[src/rtl/regfile_pkg.sv]
// Shared types and helpers for the multi-port register file with scoreboard.
package regfile_pkg;

  typedef enum logic {
    INIT = 1'b0,
    RUN  = 1'b1
  } rf_state_e;

  localparam int unsigned XLEN_DEFAULT = 32;
  localparam int unsigned NREG_DEFAULT = 32;
  localparam int unsigned PAR_MAXW     = 256;

  function automatic int unsigned clog2(input int unsigned value);
    int unsigned r;
    r = 0;
    for (int unsigned v = value - 1; v > 0; v = v >> 1) r++;
    return r;
  endfunction

  // Even parity bit; callers zero-extend, which leaves the parity unchanged.
  function automatic logic even_parity(input logic [PAR_MAXW-1:0] data);
    return ^data;
  endfunction

endpackage

[src/rtl/regfile_scoreboard.sv]
// Per-register busy tracking: issue sets, accepted writes clear, issue wins ties.
module regfile_scoreboard
  import regfile_pkg::*;
#(
  parameter int unsigned NREG     = NREG_DEFAULT,
  parameter int unsigned NRD      = 2,
  parameter int unsigned NWR      = 2,
  parameter int unsigned ZERO_REG = 1,
  localparam int unsigned AW      = clog2(NREG)
) (
  input  logic              clock,
  input  logic              reset,
  input  logic              run,
  input  logic [NWR-1:0]    wr_ok,
  input  logic [NWR*AW-1:0] wr_sel,
  input  logic              issue_en,
  input  logic [AW-1:0]     issue_sel,
  input  logic [NRD*AW-1:0] rd_sel,
  output logic [NRD-1:0]    rd_busy,
  output logic [NREG-1:0]   busy_vec
);

  logic [NREG-1:0] clr;
  logic [NREG-1:0] set;

  always_comb begin
    clr = '0;
    set = '0;
    for (int unsigned j = 0; j < NWR; j++)
      if (wr_ok[j]) clr[wr_sel[j*AW +: AW]] = 1'b1;
    if (run && issue_en && !(ZERO_REG != 0 && issue_sel == '0))
      set[issue_sel] = 1'b1;
  end

  always_ff @(posedge clock) begin
    if (reset) busy_vec <= '0;
    else       busy_vec <= (busy_vec & ~clr) | set;
  end

  always_comb begin
    logic [AW-1:0] sel;
    logic          hit;
    rd_busy = '0;
    sel     = '0;
    hit     = 1'b0;
    for (int unsigned i = 0; i < NRD; i++) begin
      sel = rd_sel[i*AW +: AW];
      hit = 1'b0;
      for (int unsigned j = 0; j < NWR; j++)
        if (wr_ok[j] && wr_sel[j*AW +: AW] == sel) hit = 1'b1;
      if (!run)                                rd_busy[i] = 1'b1;
      else if (ZERO_REG != 0 && sel == '0)     rd_busy[i] = 1'b0;
      else                                     rd_busy[i] = busy_vec[sel] & ~hit;
    end
  end

endmodule

[src/rtl/regfile_mp_sb.sv]
// Multi-port register file with write-to-read bypass, busy scoreboard and
// post-reset clear sweep. Optional stored parity under REGFILE_PARITY_EN.
module regfile_mp_sb
  import regfile_pkg::*;
#(
  parameter int unsigned XLEN     = XLEN_DEFAULT,
  parameter int unsigned NREG     = NREG_DEFAULT,
  parameter int unsigned NRD      = 2,
  parameter int unsigned NWR      = 2,
  parameter int unsigned ZERO_REG = 1,
  localparam int unsigned AW      = clog2(NREG)
) (
  input  logic                clock,
  input  logic                reset,
  output logic                ready,
  input  logic [NRD*AW-1:0]   rd_sel,
  output logic [NRD*XLEN-1:0] rd_data,
  output logic [NRD-1:0]      rd_busy,
  input  logic [NWR-1:0]      wr_en,
  input  logic [NWR*AW-1:0]   wr_sel,
  input  logic [NWR*XLEN-1:0] wr_data,
  input  logic                issue_en,
  input  logic [AW-1:0]       issue_sel,
  output logic [NREG-1:0]     busy_vec,
  output logic [NRD-1:0]      par_err
);

`ifdef REGFILE_PARITY_EN
  localparam int unsigned SW = XLEN + 1;
`else
  localparam int unsigned SW = XLEN;
`endif

  rf_state_e      state;
  logic [AW-1:0]  cnt;
  logic           run;
  logic [SW-1:0]  mem [NREG];
  logic [AW-1:0]  rsel  [NRD];
  logic [AW-1:0]  wsel  [NWR];
  logic [XLEN-1:0] wdat [NWR];
  logic [SW-1:0]  wentry [NWR];
  logic [NWR-1:0] wr_ok;

  assign run = (state == RUN);

  always_comb begin
    for (int unsigned i = 0; i < NRD; i++) rsel[i] = rd_sel[i*AW +: AW];
    for (int unsigned j = 0; j < NWR; j++) begin
      wsel[j]  = wr_sel[j*AW +: AW];
      wdat[j]  = wr_data[j*XLEN +: XLEN];
`ifdef REGFILE_PARITY_EN
      wentry[j] = {even_parity(PAR_MAXW'(wdat[j])), wdat[j]};
`else
      wentry[j] = wdat[j];
`endif
      wr_ok[j] = run && wr_en[j] && !(ZERO_REG != 0 && wsel[j] == '0);
    end
  end

  // cnt parks on NREG-1 once the sweep ends instead of wrapping.
  always_ff @(posedge clock) begin
    if (reset) begin
      state <= INIT;
      cnt   <= '0;
      ready <= 1'b0;
    end else if (state == INIT) begin
      if (cnt == AW'(NREG - 1)) begin
        state <= RUN;
        ready <= 1'b1;
      end else begin
        cnt <= cnt + AW'(1);
      end
    end
  end

  // Ascending port loop: the highest-index writer to a register lands last.
  always_ff @(posedge clock) begin
    if (!reset) begin
      if (state == INIT) begin
        mem[cnt] <= '0;
      end else begin
        for (int unsigned j = 0; j < NWR; j++)
          if (wr_ok[j]) mem[wsel[j]] <= wentry[j];
      end
    end
  end

  always_comb begin
    rd_data = '0;
    for (int unsigned i = 0; i < NRD; i++) begin
      rd_data[i*XLEN +: XLEN] = mem[rsel[i]][XLEN-1:0];
      for (int unsigned j = 0; j < NWR; j++)
        if (wr_ok[j] && wsel[j] == rsel[i]) rd_data[i*XLEN +: XLEN] = wdat[j];
      if (!run || (ZERO_REG != 0 && rsel[i] == '0)) rd_data[i*XLEN +: XLEN] = '0;
    end
  end

`ifdef REGFILE_PARITY_EN
  always_comb begin
    logic hit;
    par_err = '0;
    hit     = 1'b0;
    for (int unsigned i = 0; i < NRD; i++) begin
      hit = 1'b0;
      for (int unsigned j = 0; j < NWR; j++)
        if (wr_ok[j] && wsel[j] == rsel[i]) hit = 1'b1;
      par_err[i] = run && !hit && !(ZERO_REG != 0 && rsel[i] == '0) &&
                   (mem[rsel[i]][XLEN] != even_parity(PAR_MAXW'(mem[rsel[i]][XLEN-1:0])));
    end
  end
`else
  assign par_err = '0;
`endif

  regfile_scoreboard #(
    .NREG     (NREG),
    .NRD      (NRD),
    .NWR      (NWR),
    .ZERO_REG (ZERO_REG)
  ) u_scoreboard (
    .clock     (clock),
    .reset     (reset),
    .run       (run),
    .wr_ok     (wr_ok),
    .wr_sel    (wr_sel),
    .issue_en  (issue_en),
    .issue_sel (issue_sel),
    .rd_sel    (rd_sel),
    .rd_busy   (rd_busy),
    .busy_vec  (busy_vec)
  );

endmodule
[config.mk]
export PLATFORM = sky130hd
export DESIGN_NAME = regfile_mp_sb
export DESIGN_NICKNAME = d
export VERILOG_FILES = /design/src/rtl/regfile_pkg.sv /design/src/rtl/regfile_scoreboard.sv /design/src/rtl/regfile_mp_sb.sv
export SDC_FILE = /design/constraint.sdc
export NUM_CORES = 2
export LEC_CHECK = 0
export BUFFER_PORTS_ARGS = -buffer_cell sky130_fd_sc_hd__buf_2
export CELL_PAD_IN_SITES_DETAIL_PLACEMENT = 2
export CELL_PAD_IN_SITES_GLOBAL_PLACEMENT = 2
export CORE_AREA = 2 2 425 427
export DETAILED_ROUTE_END_ITERATION = 6
export DIE_AREA = 0 0 427 429
export GPL_TIMING_DRIVEN = 0
export HOLD_SLACK_MARGIN = 0.1
export PLACE_DENSITY_LB_ADDON = 0.1
export SYNTH_ARGS = -nofsm -noshare
export SYNTH_HDL_FRONTEND = slang
export SYNTH_SLANG_ARGS = --single-unit
[constraint.sdc]
create_clock -name clock -period 5.3 [get_ports clock]
set_clock_uncertainty 0.05 [all_clocks]
set_input_delay 0.53 -clock clock [delete_from_list [all_inputs] [get_ports clock]]
set_output_delay 0.53 -clock clock [all_outputs]
set_load 0.01 [all_outputs]
==> flow_summary.html <==
<table>
<tr><th>Metric</th><th>Value</th></tr>
<tr><th colspan="2">Yosys</th></tr>
<tr><td>Number of synthesis warnings</td><td>0</td></tr>
<tr><td>Post-synthesis cell count</td><td>5,562</td></tr>
<tr><td>Most common flop cell mapped by yosys</td><td>sky130_fd_sc_hd__edfxtp_1</td></tr>
<tr><td>Library cells used by synthesis</td><td>65</td></tr>
<tr><td>Netlist area before placement</td><td>62,200 sq um</td></tr>
<tr><td>Post-synthesis sequential area ratio</td><td>50.7%</td></tr>
<tr><td>Flip-flop and latch count after synthesis</td><td>1,063</td></tr>
<tr><td>Fraction of registers with async set or reset after synthesis</td><td>0%</td></tr>
<tr><td>Count of flip-flops with a built-in enable after synthesis</td><td>1,024</td></tr>
<tr><td>Average footprint of a synthesized cell</td><td>11.2 sq um</td></tr>
<tr><th colspan="2">Worst setup path</th></tr>
<tr><td>Category of the critical setup timing path</td><td>primary input to output pin</td></tr>
<tr><td>Worst R2R Start</td><td>run</td></tr>
<tr><td>Critical path required time</td><td>4720 ps</td></tr>
<tr><td>Sort of element at the start of the critical path</td><td>primary input</td></tr>
<tr><td>Crit. Startpoint</td><td>rd_sel[3]</td></tr>
<tr><td>Crit end category</td><td>output pin</td></tr>
<tr><td>Slack of the worst reg-to-reg path</td><td>250 ps</td></tr>
<tr><td>Largest fanout on the critical path</td><td>13</td></tr>
<tr><td>Arrival time of the worst setup path</td><td>4760 ps</td></tr>
<tr><th colspan="2">STA</th></tr>
<tr><td>Slew @ Worst Pin</td><td>1480 ps</td></tr>
<tr><td>Max Clk Rate</td><td>0.187 GHz</td></tr>
<tr><td>PnR worst setup slack</td><td>-44.0 ps</td></tr>
<tr><td>Minimum period implied by the final worst setup slack</td><td>5340 ps</td></tr>
<tr><td>Max-Slew Margin vs Limit</td><td>0.664%</td></tr>
<tr><td>Setup-violating endpoint count in the final report</td><td>5</td></tr>
<tr><td>Setup repair after global routing missed its margin</td><td>false</td></tr>
<tr><td>Share of the cycle needed by the critical path after routing</td><td>101%</td></tr>
<tr><td>Hold Fails Final Rpt</td><td>0</td></tr>
<tr><td>Max-slew violation count</td><td>0</td></tr>
<tr><th colspan="2">Layout</th></tr>
<tr><td>Most common library cell in the layout ignoring fill and taps</td><td>sky130_fd_sc_hd__nand2_1</td></tr>
<tr><td>Post-layout util</td><td>40.1%</td></tr>
<tr><td>Top library cells by usage in the layout, fill and taps aside</td><td>sky130_fd_sc_hd__nand2_1, sky130_fd_sc_hd__edfxtp_1, sky130_fd_sc_hd__o21ai_0</td></tr>
<tr><td>Nets</td><td>6,010</td></tr>
<tr><td>Cell Count, Final, Fillers Out</td><td>8,393</td></tr>
<tr><td>Area added between synthesis and finish</td><td>14.8%</td></tr>
<tr><td>Share of final-layout standard cells stronger than drive strength 1</td><td>20.2%</td></tr>
<tr><td>Layout fillers</td><td>18,500</td></tr>
<tr><th colspan="2">Routing</th></tr>
<tr><td>Number of search-and-repair iterations in the first detailed-routing pass</td><td>5</td></tr>
<tr><td>Average detailed-routed wire length per instance</td><td>40.8 microns</td></tr>
<tr><td>Drt total wl</td><td>343 mm</td></tr>
<tr><td>DR vias</td><td>53,500</td></tr>
<tr><td>Detailed-route vias per instance</td><td>6.38</td></tr>
<tr><td>Count of unresolved DRC violations after routing</td><td>0</td></tr>
<tr><td>DRT iter0 DRCs</td><td>6,625</td></tr>
<tr><td>Count of nets left with antenna violations after detail routing</td><td>0</td></tr>
<tr><th colspan="2">Placement</th></tr>
<tr><td>Count of input and output buffers</td><td>175</td></tr>
<tr><td>Placer Congestion</td><td>1.00</td></tr>
<tr><td>Final HPWL DP</td><td>278 mm</td></tr>
<tr><td>Dpl cells</td><td>8,131</td></tr>
<tr><th colspan="2">Die</th></tr>
<tr><td>Site row count</td><td>155</td></tr>
<tr><td>Die Span Y</td><td>429 microns</td></tr>
<tr><td>Core area</td><td>178,000 sq um</td></tr>
<tr><td>Die ar.</td><td>183,000 sq um</td></tr>
<tr><td>Number of top-level design ports</td><td>195</td></tr>
<tr><td>Die W</td><td>427 microns</td></tr>
<tr><td>Initial cell density of the core</td><td>34.9%</td></tr>
<tr><th colspan="2">Pwr</th></tr>
<tr><td>Static Leak</td><td>20.8 nW</td></tr>
<tr><td>Worst supply voltage drop on vdd</td><td>0.339 mV</td></tr>
<tr><td>Power density over cell area</td><td>281 nW/um^2</td></tr>
<tr><td>Overall power consumption</td><td>20.1 mW</td></tr>
<tr><th colspan="2">Status</th></tr>
<tr><td>Result of the run</td><td>finished with violations</td></tr>
<tr><td>Violated checks</td><td>max-capacitance violations, negative setup slack</td></tr>
<tr><th colspan="2">Global route</th></tr>
<tr><td>Global route total overflow</td><td>0</td></tr>
<tr><td>Global-route total usage across every layer</td><td>36.8%</td></tr>
<tr><td>Wire length of the first global-routing pass</td><td>462 mm</td></tr>
<tr><td>Maximum number of pins on one net before global-route repair</td><td>26</td></tr>
<tr><td>Antenna violations before repair</td><td>23</td></tr>
<tr><td>Via count of the first global-routing pass</td><td>54,700</td></tr>
<tr><th colspan="2">Flow run</th></tr>
<tr><td>Number of max-cap violations</td><td>1</td></tr>
<tr><th colspan="2">CTS</th></tr>
<tr><td>Maximum buffer depth of the clock tree</td><td>3</td></tr>
<tr><td>Clock tree from TritonCTS</td><td>built</td></tr>
<tr><td>H-Tree Level Count</td><td>4</td></tr>
<tr><td>CTS Buf Count</td><td>134</td></tr>
<tr><td>Clock sink total</td><td>1,063</td></tr>
<tr><td>Post-CTS Setup Repair Bufs</td><td>0</td></tr>
<tr><td>Clk root buf</td><td>sky130_fd_sc_hd__clkbuf_16</td></tr>
<tr><td>CTS clock-pin slew for the worst setup and hold paths</td><td>60 ps</td></tr>
<tr><td>Clock insertion delay at the later pin of the skew report</td><td>810 ps</td></tr>
<tr><th colspan="2">Min path</th></tr>
<tr><td>Min-delay worst type</td><td>primary input to flip-flop</td></tr>
<tr><td>Worst Min Path Start</td><td>issue_sel[0]</td></tr>
</table>
[Yosys cell counts, drive strengths merged (3+ instances only)]
library cell,count,share of area (%)
mux2,128,2.3
nor4b,3,0.042
o22ai,32,0.32
and3b,8,0.11
xor2,5,0.070
nand4,66,0.66
or4,3,0.036
or3,3,0.030
a211o,63,0.89
xnor2,18,0.25
nor3b,12,0.15
a22o,62,0.87
mux2i,151,2.4
nand2,1198,7.2
inv,5,0.030
a21oi,20,0.16
or3b,3,0.042
dfxtp,39,1.3
nor2,114,0.69
a22oi,66,0.80
nor2b,9,0.090
nor4,5,0.060
nand3b,5,0.060
o21ai,997,8.0
and2,35,0.35
a31oi,64,0.64
a221oi,63,0.89
o221ai,64,0.90
a32oi,31,0.44
nor3,17,0.15
mux4,391,14
nand3,75,0.60
nand2b,36,0.36
edfxtp,1024,49
clkbuf,418,2.5
and3,3,0.030
buf,305,2.6
[stage by stage]
step | setup TNS, ps | setup slack [ps] | instance area [sq um] | hold WS, ps
3_3_place_gp | -2143940 | -3190 | 66000 | 399
4_1_cts | 0 | 142 | 71400 | 112
5_1_grt | 0 | 86.5 | 71400 | 178
2_1_floorplan | 0 | 1350 | 62200 | 451
6_report | -156 | -44.0 | 71400 | 149
3_5_place_dp | 0 | 201 | 67200 | 423
[sequential cells by signal, indices dropped and copies added (netlist names)]
signal                 cells
u_scoreboard.busy_vec     32
run                        1
mem                     1024
cnt                        5
ready                      1
[cells by family after synthesis]
kind of cell / count (synthesis) / synth area share [%]
buffers and inverters: 728 / 5.15
DFF: 1063 / 50.7
adders and majority gates: 2 / 0.0402
xor gates and xnor gates: 23 / 0.324
and+or+nand+nor: 1602 / 10.8
other: 1 / 0.00603
muxes: 670 / 18.9
AOI/OAI and AO/OA: 1473 / 14.1
[worst max-delay path: stages]
cell and delay (ps):
sky130_fd_sc_hd__clkbuf_1 500, sky130_fd_sc_hd__clkbuf_1 1130, sky130_fd_sc_hd__clkbuf_1 980, sky130_fd_sc_hd__o221ai_1 530
sky130_fd_sc_hd__a211o_1 470, sky130_fd_sc_hd__nand4_1 270, sky130_fd_sc_hd__a31oi_1 160, sky130_fd_sc_hd__buf_2 170
[area by class of cell]
| class | instances | area [sq um] | area share, % |
|---|---|---|---|
| sequential | 1063 | 31500 | 44.1 |
| clock inverter | 81 | 604 | 0.846 |
| inverter | 5 | 18.8 | 0.0263 |
| tap | 2355 | 2950 | 4.12 |
| timing repair buffer | 215 | 1610 | 2.25 |
| clock buffer | 159 | 3550 | 4.97 |
| buffer | 723 | 3200 | 4.48 |
| antenna | 20 | 50.0 | 0.0700 |
| multi-input combinational | 3772 | 27900 | 39.1 |
[final timing paths]
| path | endpoint | cells past startpoint |
|---|---|---|
| max | rd_data[23] | 8 |
| min | u_scoreboard.busy_vec[4] | 4 |
| min reg2reg | ready | 2 |
| max reg2reg | mem[15][8] | 11 |
[what timing repair did]
item / 4_1_cts / 5_1_grt
hold buffers: 2 / 0
endpoints found under the hold margin: 2 / 0
gates resized for setup: 0 / 0
[power by group]
| group | internal (mW) | switching [mW] |
|---|---|---|
| registers | 9.13 | 0.0298 |
| logic | 0.538 | 1.31 |
| clock network | 5.12 | 3.95 |
| total | 14.8 | 5.30 |
[per-layer routing]
metal	global-route usage, %	wire [microns]	share of wire [%]	up-vias
li1	-	-	-	21800
met1	50.6	144000	42	28600
met2	57.1	156000	45	2546
met3	6.82	26600	7.8	546
met4	15.3	15900	4.7	4
met5	0	27	0.0079	-
Note: power is estimated with default switching activity, not from simulation.
